==> config.mk <==
export PLATFORM = sky130hd
export DESIGN_NAME = pipe_stage_chain
export DESIGN_NICKNAME = d
export VERILOG_FILES = /design/src/rtl/pipe_pkg.sv /design/src/rtl/pipe_stage_slot.sv /design/src/rtl/pipe_stage_chain.sv
export SDC_FILE = /design/constraint.sdc
export NUM_CORES = 1
export LEC_CHECK = 0
export CAP_MARGIN = 10
export CORE_UTILIZATION = 54
export CTS_CLUSTER_DIAMETER = 50
export CTS_CLUSTER_SIZE = 24
export DETAILED_ROUTE_END_ITERATION = 10
export HOLD_SLACK_MARGIN = 0.06
export PLACE_DENSITY = 0.79
export SLEW_MARGIN = 20
export SYNTH_ARGS = -nofsm -noshare
export SYNTH_HDL_FRONTEND = slang
export SYNTH_SLANG_ARGS = --single-unit
==> constraint.sdc <==
create_clock -name clk_i -period 3.8 [get_ports clk_i]
set_input_delay 0.76 -clock clk_i [delete_from_list [all_inputs] [get_ports clk_i]]
set_output_delay 0.76 -clock clk_i [all_outputs]
set_load 0.02 [all_outputs]
==> src/rtl/pipe_pkg.sv <==
// Shared types and helpers for the elastic pipeline chain.
// Holds the occupancy width helper, the statistics width and a popcount used for kill accounting.
package pipe_pkg;

  localparam int STAT_W    = 32;
  localparam int MAX_DEPTH = 64;

  function automatic int occ_width(input int depth);
    return $clog2(depth + 1);
  endfunction

  // Callers zero-extend their stage mask to MAX_DEPTH bits before counting.
  function automatic int unsigned popcount(input logic [MAX_DEPTH-1:0] vec);
    int unsigned cnt;
    cnt = 0;
    for (int i = 0; i < MAX_DEPTH; i++) begin
      cnt = cnt + {31'b0, vec[i]};
    end
    return cnt;
  endfunction

endpackage

==> src/rtl/pipe_stage_slot.sv <==
// One elastic pipeline slot: a valid bit plus a payload register.
// The payload only reloads when a live entry arrives, so bubbles leave the data untouched.
module pipe_stage_slot #(
  parameter int WIDTH = 32
) (
  input  logic             clk_i,
  input  logic             rst_i,
  input  logic             adv_i,
  input  logic             kill_i,
  input  logic             in_valid_i,
  input  logic [WIDTH-1:0] in_data_i,
  output logic             valid_o,
  output logic [WIDTH-1:0] data_o
);

  logic             valid_q, valid_d;
  logic [WIDTH-1:0] data_q, data_d;

  // A slot that does not advance keeps its entry unless it is killed this cycle.
  always_comb begin
    valid_d = valid_q & ~kill_i;
    data_d  = data_q;
    if (adv_i) begin
      valid_d = in_valid_i;
      if (in_valid_i) begin
        data_d = in_data_i;
      end
    end
  end

  always_ff @(posedge clk_i) begin
    if (rst_i) begin
      valid_q <= 1'b0;
      data_q  <= '0;
    end else begin
      valid_q <= valid_d;
      data_q  <= data_d;
    end
  end

  assign valid_o = valid_q;
  assign data_o  = data_q;

endmodule

==> src/rtl/pipe_stage_chain.sv <==
// Elastic DEPTH-stage pipeline with ready/valid backpressure, bubble collapse, per-stage kill and occupancy.
// Defining PIPE_CHAIN_STATS_EN adds saturating stall and kill counters (stall_cnt_o, kill_cnt_o).
module pipe_stage_chain
  import pipe_pkg::*;
#(
  parameter int WIDTH = 32,
  parameter int DEPTH = 4,
  parameter int OCC_W = occ_width(DEPTH)
) (
  input  logic              clk_i,
  input  logic              rst_i,
  input  logic              in_valid_i,
  input  logic [WIDTH-1:0]  in_data_i,
  output logic              in_ready_o,
  input  logic [DEPTH-1:0]  flush_i,
  output logic              out_valid_o,
  output logic [WIDTH-1:0]  out_data_o,
  input  logic              out_ready_i,
  output logic [DEPTH-1:0]  stage_valid_o,
`ifdef PIPE_CHAIN_STATS_EN
  output logic [STAT_W-1:0] stall_cnt_o,
  output logic [STAT_W-1:0] kill_cnt_o,
`endif
  output logic [OCC_W-1:0]  occupancy_o
);

  logic [DEPTH-1:0] valid;
  logic [DEPTH-1:0] live;
  logic [DEPTH-1:0] killMask;
  logic [DEPTH:0]   rdy;
  logic [WIDTH-1:0] stageData [DEPTH];
  logic             accept;
  logic             fire;
  logic [OCC_W-1:0] killCnt;
  logic [OCC_W-1:0] occ_q, occ_d;

  assign live     = valid & ~flush_i;
  assign killMask = valid & flush_i;

  // A stage is ready when it holds nothing live or the stage after it is ready.
  always_comb begin
    rdy        = '0;
    rdy[DEPTH] = out_ready_i;
    for (int k = DEPTH - 1; k >= 0; k--) begin
      rdy[k] = ~live[k] | rdy[k+1];
    end
  end

  for (genvar k = 0; k < DEPTH; k++) begin : gSlot
    logic             inValid;
    logic [WIDTH-1:0] inData;

    if (k == 0) begin : gHead
      assign inValid = in_valid_i;
      assign inData  = in_data_i;
    end else begin : gBody
      assign inValid = live[k-1];
      assign inData  = stageData[k-1];
    end

    pipe_stage_slot #(.WIDTH(WIDTH)) uSlot (
      .clk_i      (clk_i),
      .rst_i      (rst_i),
      .adv_i      (rdy[k]),
      .kill_i     (flush_i[k]),
      .in_valid_i (inValid),
      .in_data_i  (inData),
      .valid_o    (valid[k]),
      .data_o     (stageData[k])
    );
  end

  assign in_ready_o    = rdy[0] & ~rst_i;
  assign accept        = in_valid_i & in_ready_o;
  assign out_valid_o   = live[DEPTH-1] & ~rst_i;
  assign out_data_o    = stageData[DEPTH-1];
  assign fire          = out_valid_o & out_ready_i;
  assign stage_valid_o = valid;

  assign killCnt = OCC_W'(popcount(MAX_DEPTH'(killMask)));

  always_comb begin
    occ_d = occ_q + OCC_W'(accept) - OCC_W'(fire) - killCnt;
  end

  always_ff @(posedge clk_i) begin
    if (rst_i) begin
      occ_q <= '0;
    end else begin
      occ_q <= occ_d;
    end
  end

  assign occupancy_o = occ_q;

`ifdef PIPE_CHAIN_STATS_EN
  logic [STAT_W-1:0] stall_q, stall_d;
  logic [STAT_W-1:0] kill_q, kill_d;
  logic [STAT_W:0]   killSum;

  // Both counters stick at all-ones instead of wrapping.
  always_comb begin
    stall_d = stall_q;
    if (in_valid_i & ~in_ready_o & ~(&stall_q)) begin
      stall_d = stall_q + STAT_W'(1);
    end
    killSum = {1'b0, kill_q} + (STAT_W + 1)'(popcount(MAX_DEPTH'(killMask)));
    kill_d  = killSum[STAT_W] ? '1 : killSum[STAT_W-1:0];
  end

  always_ff @(posedge clk_i) begin
    if (rst_i) begin
      stall_q <= '0;
      kill_q  <= '0;
    end else begin
      stall_q <= stall_d;
      kill_q  <= kill_d;
    end
  end

  assign stall_cnt_o = stall_q;
  assign kill_cnt_o  = kill_q;
`else
  // Without statistics the kill mask only feeds the occupancy update.
`endif

endmodule

==> results of run 1 <==
synthesized netlist by cell type:
cell type,count
dfxtp_1,135
nand2b_1,130
mux2i_1,96
a21oi_1,36
nand3_1,33
o21ai_0,32
clkbuf_1,28
buf_4,7
inv_1,7
and2_1,6
buf_2,5
buf_6,4
ha_1,4
nor2b_1,4
buf_1,3
fa_1,3
a31oi_1,2
nor2_1,2
nor3b_1,2
xnor2_1,2
a21o_1,1
and4bb_2,1
nand2_1,1
o31ai_4,1
or3b_1,1
xor2_1,1
critical path, stage by stage:
cell             delay [ns]
clkdlybuf4s50_1        0.48
nor3b_1                0.27
and2_1                 0.19
fa_1                   0.45
fa_1                   0.39
inv_1                  0.10
fa_1                   0.43
ha_1                   0.22
xor2_1                 0.18
xnor2_1                0.14
nor2_1                 0.05
stage by stage:
| stage | hold WS [ns] | cell area [µm²] | power [µW] | std cells | worst slack (ns) |
|---|---|---|---|---|---|
| 2_1_floorplan | 0.444 | 5540 | 1620 | 547 | 0.106 |
| 3_3_place_gp | 0.453 | 6370 | 1690 | 723 | 0.172 |
| 3_5_place_dp | 0.456 | 6370 | 1700 | 723 | 0.0129 |
| 4_1_cts | 0.467 | 6960 | 3290 | 753 | 0.526 |
| 5_1_grt | 0.483 | 6960 | 3380 | 753 | 0.345 |
| 6_report | 0.461 | 6960 | 3270 | 753 | 0.527 |
sequential cells by signal, indices dropped and copies added (netlist names):
signal,cells
gSlot.uSlot.data_o,128
gSlot.uSlot.valid_o,4
occupancy_o,3
how the worst max path moves through the flow:
stage | start | end | slack (ns) | cells after the start
6_report | flush_i[3] | occupancy_o[2] | 0.53 | 11
5_1_grt | flush_i[3] | occupancy_o[2] | 0.35 | 11
3_3_place_gp | flush_i[3] | occupancy_o[2] | 0.17 | 11
2_1_floorplan | rst_i | occupancy_o[2] | 0.11 | 11
3_5_place_dp | flush_i[3] | occupancy_o[2] | 0.01 | 11
4_1_cts | flush_i[3] | occupancy_o[2] | 0.53 | 11
logic make-up (layout without fill, tap and decap cells):
logic type | Yosys count | after routing
and+or+nand+nor | 180 | 180
DFF | 135 | 135
muxes | 96 | 96
AOI/OAI and AO/OA | 72 | 72
buffers and inverters | 54 | 127
adders and majority gates | 7 | 7
xor gates and xnor gates | 3 | 3
metal layers:
layer / wire (µm) / share of wire [%]
met5: 0 / 0
met4: 120 / 1.1
met3: 484 / 4.2
met2: 5370 / 47
met1: 5430 / 48
area by class of cell:
cell class / instances / area [µm²] / area share (%)
clock buffers: 18 / 428 / 6.15
clock inverters: 12 / 155 / 2.23
inverters: 7 / 26.3 / 0.378
multi-input cells: 358 / 2590 / 37.3
flip-flops and latches: 135 / 2700 / 38.9
well taps: 133 / 166 / 2.39
repair buffers: 90 / 886 / 12.7
report_power, final:
part	internal (µW)	total (µW)	switching, µW
Combinational	115	210	94.8
Clock	1010	1600	593
Sequential	1450	1460	10.3
==> results.yml, run 1 <==
clocking:
  cts_hold_buf: 0
  clkSlewWorstSetupHoldPaths_ns: 0.06
  clock_latency_ns: 0.51
  cts_setup_buffers: 0
  cts_tree: "done"
  cts_resized: 0
  cts_sinks: 135
  cts_buffers: 17
  clk_path_buf_depth: 2
  cts_max_level: 4
  root_buffer: "clkbuf_8"
synth:
  synthMuxAreaShare_pct: 17.4
  ys_seq_area_share_pct: 48.8
  syn_area_um2: 5540
  yosysTopAreaCell: "dfxtp_1"
  synthSimpleGateAreaFrac_pct: 19.7
  synth-seq-cells: 135
  synthDistinctLibCells: 26
  syn-num-nets: 594
  synth_top_family_by_area: "simple AND/OR/NAND/NOR gates"
  syn_inst: 547
  synth_fa_ha_area_share_pct: 1.99
  avgSynthCellArea_um2: 10.1
  synth-warning-count: 0
  synth_top_area_share_pct: 48.8
  netlist_top_cells_area: "dfxtp_1 49%, mux2i_1 17%, nand2b_1 15%, a21oi_1 3.3%, nand3_1 3.0%"
  synth_xor_area_share_pct: 0.475
  synth_compound_area_share_pct: 6.89
worst_setup_path:
  end_kind: "register"
  worstSetupPathType: "in2reg"
  reg2reg_from: "gSlot[3].uSlot.valid_o"
  rr_worst_depth: 10
  r2r_slack_ns: 0.90
  path_max_fanout: 4
  cp-start-kind: "input port"
  crit_arrival_ns: 3.65
  cp.required_ns: 4.17
  rr_endpoint: "occupancy_o[2]"
sta:
  hold_viol_final: 0
  fmax_ghz: 0.306
  skew_ns: 0.00824
  slew_viol_final: 0
  period_share_pct: 86.1
  worst_pin_slew_ns: 0.703
  relSlewSlack_pct: 53.1
  rsz0062_at_grt: "no"
  layout_min_cycle_time_ns: 3.27
  setup_viol: 0
  fin_tns_setup_ns: 0
drt:
  wl_per_cell_um: 15.1
  drt_iter0_drc: 147
  routed-via-count: 3923
  drt-vias-per-instance: 5.21
  ant_nets: 0
  route.detailed.drc: 0
  wl_um: 11400
  first_pass_iters: 4
global_route:
  grt_pass1_wl_um: 18600
  gr-usage-met1_pct: 30.3
  use_met2_pct: 37.4
  track_usage_pct: 22.9
  first_global_vias: 3808
  grt_max_degree: 96
  overflow: 0
  antenna_found_initial: 0
  grt-busiest-layer: "met2"
  use_met3_pct: 4.64
floorplan:
  ioPinCount: 81
  dieArea_um2: 10700
  core-area_um2: 9860
  die_w_um: 103
  row_count: 36
  start_util_pct: 56.1
  die_y_um: 103
finish:
  fin_util_pct: 70.5
  nets: 656
  layout_commonest_cell: "dfxtp_1"
  most-common-layout-cells: "135 x dfxtp_1, 130 x nand2b_1, 96 x mux2i_1"
  syn2layout_area_growth_pct: 25.7
  num-fill-cells: 729
  post_route_cells_drive_above_1_share_pct: 7.58
  n_antenna_cell: 0
job:
  drv_cap: 0
power:
  p_per_area_nw_per_um2: 470
  peakVddDrop_mv: 0.315
  p_leak_uw: 0.00291
hold_path:
  holdPathEnd: "gSlot[3].uSlot.data_o[8]"
  whs_path_depth: 2
  hold_path_class: "reg2reg"
  hp-start: "gSlot[2].uSlot.data_o[8]"
status:
  outcome: "finished clean"
placed_design:
  port_buffers: 80
  dp_hpwl_um: 6890
  gp_congestion: 0.749
No activity file was read; power rests on OpenSTA's default activity.
==> run 2, diff against run 1 <==
--- a/config.mk
+++ b/config.mk
@@ -6,12 +6,14 @@
 export NUM_CORES = 1
 export LEC_CHECK = 0
 export CAP_MARGIN = 10
+export CORE_MARGIN = 2
 export CORE_UTILIZATION = 54
 export CTS_CLUSTER_DIAMETER = 50
 export CTS_CLUSTER_SIZE = 24
 export DETAILED_ROUTE_END_ITERATION = 10
 export HOLD_SLACK_MARGIN = 0.06
 export PLACE_DENSITY = 0.79
+export SETUP_SLACK_MARGIN = 0.05
 export SLEW_MARGIN = 20
 export SYNTH_ARGS = -nofsm -noshare
 export SYNTH_HDL_FRONTEND = slang
==> run 2 against run 1 <==
Effect of this change:
- largest cell class unchanged
- largest power group unchanged
- critical path type unchanged
- clock power about the same
- highest routed layer unchanged
- worst setup slack got worse by 0.017 ns
- clock-buffer cell count increased by 10
- sequential power about the same
==> results.yml, run 2 (same netlist as run 1, synthesis figures left out) <==
worst_setup_path:
  crit_arrival_ns: 3.66
  worstSetupPathType: "in2reg"
  path_max_fanout: 4
  end_kind: "register"
  cp.required_ns: 4.17
  cp-start-kind: "input port"
power:
  p_leak_uw: 0.00291
  p_per_area_nw_per_um2: 467
  p_switching_uw: 642
  p_sw_share_pct: 19.8
  peakVddDrop_mv: 0.286
  intPower_uw: 2600
  clockPowerShare_pct: 48.4
  seqPwrFrac_pct: 45.1
  power_frac_comb_pct: 6.5
clocking:
  root_buffer: "clkbuf_8"
  clock_latency_ns: 0.51
  cts_sinks: 135
  cts_setup_buffers: 0
  clkSlewWorstSetupHoldPaths_ns: 0.05
  cts_tree: "done"
  cts_max_level: 4
  cts_buffers: 17
  cts_hold_buf: 0
  cts_resized: 0
  clk_path_buf_depth: 2
job:
  drv_cap: 0
floorplan:
  dieArea_um2: 11100
  die_y_um: 105
  core-area_um2: 9860
  start_util_pct: 56.1
  ioPinCount: 81
  row_count: 36
  die_w_um: 105
global_route:
  first_global_vias: 3843
  overflow: 0
  grt_pass1_wl_um: 18700
  track_usage_pct: 21.1
  antenna_found_initial: 0
  grt_max_degree: 93
finish:
  final_cells: 753
  num-fill-cells: 781
  most-common-layout-cells: "135 x dfxtp_1, 130 x nand2b_1, 96 x mux2i_1"
  syn2layout_area_growth_pct: 25.3
  n_antenna_cell: 0
  nets: 656
  layout_commonest_cell: "dfxtp_1"
  regArea_um2: 2700
  multi_input_area_um2: 2590
  largest_register_ffs: 128
  post_route_cells_drive_above_1_share_pct: 6.77
drt:
  wl_um: 11100
  ant_nets: 0
  route.detailed.drc: 0
  routed-via-count: 3901
  drt-vias-per-instance: 5.18
  drt_iter0_drc: 180
  wl_per_cell_um: 14.8
  first_pass_iters: 4
sta:
  slew_viol_final: 0
  period_share_pct: 86.6
  worst_pin_slew_ns: 0.674
  relSlewSlack_pct: 55.0
  skew_ns: 0.00579
  setup_viol: 0
  fmax_ghz: 0.304
  layout_min_cycle_time_ns: 3.29
  hold_viol_final: 0
  hold_ws_ns: 0.465
  rsz0062_at_grt: "no"
placed_design:
  placed_cells: 723
  port_buffers: 80
  dp_hpwl_um: 6860
  gp_congestion: 0.794
status:
  outcome: "finished clean"
hold_path:
  hold_path_class: "reg2reg"
==> run 2: power groups by stage <==
| stage | combinational [µW] | clock, µW | sequential, µW |
|---|---|---|---|
| 6_report | 210 | 1570 | 1460 |
| 5_1_grt | 227 | 1650 | 1460 |
| 4_1_cts | 212 | 1600 | 1460 |
| 3_5_place_dp | 210 | 0 | 1490 |
| 3_3_place_gp | 203 | 0 | 1490 |
| 2_1_floorplan | 126 | 0 | 1490 |
==> run 2: path summary, 6_finish.rpt <==
path,startpoint,end,slack (ns),cells after the start
worst max-delay path,flush_i[3],occupancy_o[2],0.51,11
worst min-delay path,gSlot[2].uSlot.data_o[19],gSlot[3].uSlot.data_o[19],0.46,2
worst min register to register,gSlot[2].uSlot.data_o[19],gSlot[3].uSlot.data_o[19],0.46,2
worst max register to register,gSlot[3].uSlot.valid_o,occupancy_o[2],0.87,10
==> run 2: final cells by class <==
type / count / share of cell area [%]
Timing Repair Buffer: 90 / 12.6
Clock inverter: 2 / 0.866
Inverter: 7 / 0.379
Clock buffer: 28 / 7.43
Tap cell: 133 / 2.40
Sequential cell: 135 / 39.0
Multi-Input combinational cell: 358 / 37.4
==> run 2: metrics by stage <==
step	setup slack (ns)	instance area [µm²]	util [%]	setup TNS [ns]	power (µW)
3_5_place_dp	-0.0256	6360	64.5	-0.0256	1700
6_report	0.509	6940	70.3	0	3240
5_1_grt	0.372	6940	70.3	0	3340
3_3_place_gp	0.177	6360	64.5	0	1690
2_1_floorplan	0.106	5540	-	0	1620
4_1_cts	0.507	6940	70.3	0	3270
==> run 2: metal layers <==
metal | wire [µm] | GRT usage, % | up-vias
li1 | - | - | 1966
met1 | 5440 | 28.3 | 1845
met2 | 5050 | 33.5 | 80
met3 | 545 | 4.76 | 10
met4 | 98 | 7.43 | 0
met5 | 0 | 0 | -
==> run 2: worst max-delay path: stages <==
cell	delay [ns]
clkdlybuf4s50_1	0.46
nor3b_1	0.33
and2_1	0.22
fa_1	0.44
fa_1	0.37
inv_1	0.08
fa_1	0.42
ha_1	0.22
xor2_1	0.15
xnor2_1	0.16
nor2_1	0.05
==> run 3, diff against run 2 <==
--- a/config.mk
+++ b/config.mk
@@ -7,12 +7,12 @@
 export LEC_CHECK = 0
 export CAP_MARGIN = 10
 export CORE_MARGIN = 2
-export CORE_UTILIZATION = 54
+export CORE_UTILIZATION = 30
 export CTS_CLUSTER_DIAMETER = 50
 export CTS_CLUSTER_SIZE = 24
 export DETAILED_ROUTE_END_ITERATION = 10
 export HOLD_SLACK_MARGIN = 0.06
-export PLACE_DENSITY = 0.79
+export PLACE_DENSITY = 0.49
 export SETUP_SLACK_MARGIN = 0.05
 export SLEW_MARGIN = 20
 export SYNTH_ARGS = -nofsm -noshare
==> constraint.sdc (replaced) <==
create_clock -name clk_i -period 3.31 [get_ports clk_i]
set_input_delay 0.662 -clock clk_i [delete_from_list [all_inputs] [get_ports clk_i]]
set_output_delay 0.662 -clock clk_i [all_outputs]
set_load 0.02 [all_outputs]
==> run 3 against run 2 <==
Effect of this change:
- total power up 18%
- final area increased by 3.3%
- highest routed layer unchanged
- register-to-register slack worse by 0.38 ns
- sequential cell count did not move
- clock skew grew 0.0018 ns
- die area increased by 77%
- cell count increased by 13%
- sequential share of layout area down 1.2 points
- first-iteration DRC count down 14%
- largest power group unchanged
- wire length increased by 13%
- critical endpoint is now in_ready_o
- largest cell class unchanged
==> results.yml, run 3 (same netlist as run 1, synthesis figures left out) <==
sta:
  period_share_pct: 92.1
  setup_viol: 0
  hold_viol_final: 0
  skew_ns: 0.00755
  fmax_ghz: 0.328
  worst_pin_slew_ns: 0.971
  rsz0062_at_grt: "no"
  layout_min_cycle_time_ns: 3.05
  slew_viol_final: 0
  relSlewSlack_pct: 35.2
  hold_ws_ns: 0.468
global_route:
  overflow: 0
  grt_pass1_wl_um: 20700
  grt_max_degree: 125
  antenna_found_initial: 0
  first_global_vias: 3867
  track_usage_pct: 13.4
drt:
  drt_iter0_drc: 155
  routed-via-count: 3912
  wl_per_cell_um: 14.8
  ant_nets: 0
  first_pass_iters: 5
  drt-vias-per-instance: 4.58
  route.detailed.drc: 0
  wl_um: 12600
finish:
  largest_register_ffs: 128
  syn2layout_area_growth_pct: 29.4
  layout_commonest_cell: "dfxtp_1"
  final_cells: 854
  num-fill-cells: 1768
  n_antenna_cell: 0
  most-common-layout-cells: "135 x dfxtp_1, 130 x nand2b_1, 96 x mux2i_1"
  nets: 659
  post_route_cells_drive_above_1_share_pct: 8.64
worst_setup_path:
  rr_worst_depth: 10
  crit_path_start: "flush_i[2]"
  crit_arrival_ns: 2.39
  max_stage_delay_ns: 0.64
  path_max_fanout: 4
  worstSetupPathType: "in2out"
  cp-start-kind: "input port"
  path_cells: "clkdlybuf4s50_1, and4bb_2, a31oi_1, clkdlybuf4s50_1"
  end_kind: "output port"
  cpMaxStageDelayCell: "clkdlybuf4s50_1"
  cp.required_ns: 2.65
  cp_common_cell: "clkdlybuf4s50_1"
  reg2reg_from: "gSlot[3].uSlot.valid_o"
hold_path:
  hp-start: "gSlot[2].uSlot.data_o[3]"
  hold_path_class: "reg2reg"
  whs_path_depth: 2
placed_design:
  placed_cells: 822
  gp_congestion: 0.754
  port_buffers: 80
  dp_hpwl_um: 7750
floorplan:
  die_w_um: 140
  die_y_um: 140
  core-area_um2: 18000
  start_util_pct: 30.7
  row_count: 49
  dieArea_um2: 19600
  ioPinCount: 81
job:
  drv_cap: 0
clocking:
  cts_tree: "done"
  cts_sinks: 135
  root_buffer: "clkbuf_16"
  cts_buffers: 17
  clk_path_buf_depth: 2
  cts_hold_buf: 0
  clkSlewWorstSetupHoldPaths_ns: 0.06
  clock_latency_ns: 0.41
  cts_max_level: 4
power:
  power_frac_comb_pct: 6.5
  intPower_uw: 2980
  p_leak_uw: 0.00295
  p_switching_uw: 848
  p_per_area_nw_per_um2: 535
  clockPowerShare_pct: 49.8
  p_sw_share_pct: 22.1
  peakVddDrop_mv: 0.381
  seqPwrFrac_pct: 43.7
status:
  outcome: "finished clean"
## run 3: changes by cell type in the layout (fill, tap and decap cells not counted), moves of 2 or more
cell	previous run	this run
clkbuf_8	7	0
clkinvlp_4	0	6
clkbuf_1	5	0
clkinv_4	0	3
buf_12	0	3
clkinv_2	0	2
## run 3: power by group through the flow
stage | combinational (µW) | clock, µW | sequential (µW)
3_3_place_gp | 248 | 0 | 1710
4_1_cts | 255 | 1970 | 1670
5_1_grt | 275 | 2040 | 1680
2_1_floorplan | 146 | 0 | 1710
6_report | 250 | 1910 | 1670
3_5_place_dp | 254 | 0 | 1710
## run 3: area by class of cell
| class | count | area (µm²) | area share [%] |
|---|---|---|---|
| Clock buffer | 17 | 425 | 5.94 |
| Clock inverter | 15 | 180 | 2.52 |
| Inverter | 7 | 26.3 | 0.367 |
| Multi-Input combinational cell | 358 | 2610 | 36.4 |
| Sequential cell | 135 | 2700 | 37.7 |
| Tap cell | 229 | 287 | 4.00 |
| Timing Repair Buffer | 93 | 936 | 13.1 |
## run 3: what timing repair did
item,CTS,global route
gates resized for setup,0,1
setup buffers,0,0
endpoints found under the setup margin,0,1
## run 3: per-layer routing
layer	GRT usage (%)	wire length, µm
met5	0	0
met4	4.89	221
met3	4.06	510
met2	20.2	5520
met1	18.3	6390
## run 3: worst max-delay path, delay by kind of cell
family,cells,cell delay [ns]
buffers and inverters,2,1.19
AOI/OAI and AO/OA,1,0.23
and+or+nand+nor,1,0.31
## run 3: metrics by stage
step                power (µW)  cell area [µm²]  utilization (%)  setup slack, ns  TNS [ns]
floorplan                 1860             5550                -           0.0622         0
global route              4000             7160             39.7            0.177         0
CTS                       3900             7160             39.7            0.180         0
global placement          1960             6550             36.4           -0.177    -0.214
finish                    3830             7160             39.7            0.263         0
detailed placement        1960             6550             36.4           -0.258    -0.363
## run 3: worst paths after layout
path	slack (ns)	endpoint
worst max-delay path	0.26	in_ready_o
worst min-delay path	0.47	gSlot[3].uSlot.data_o[3]
worst max register to register	0.49	occupancy_o[2]
worst min register to register	0.47	gSlot[3].uSlot.data_o[3]
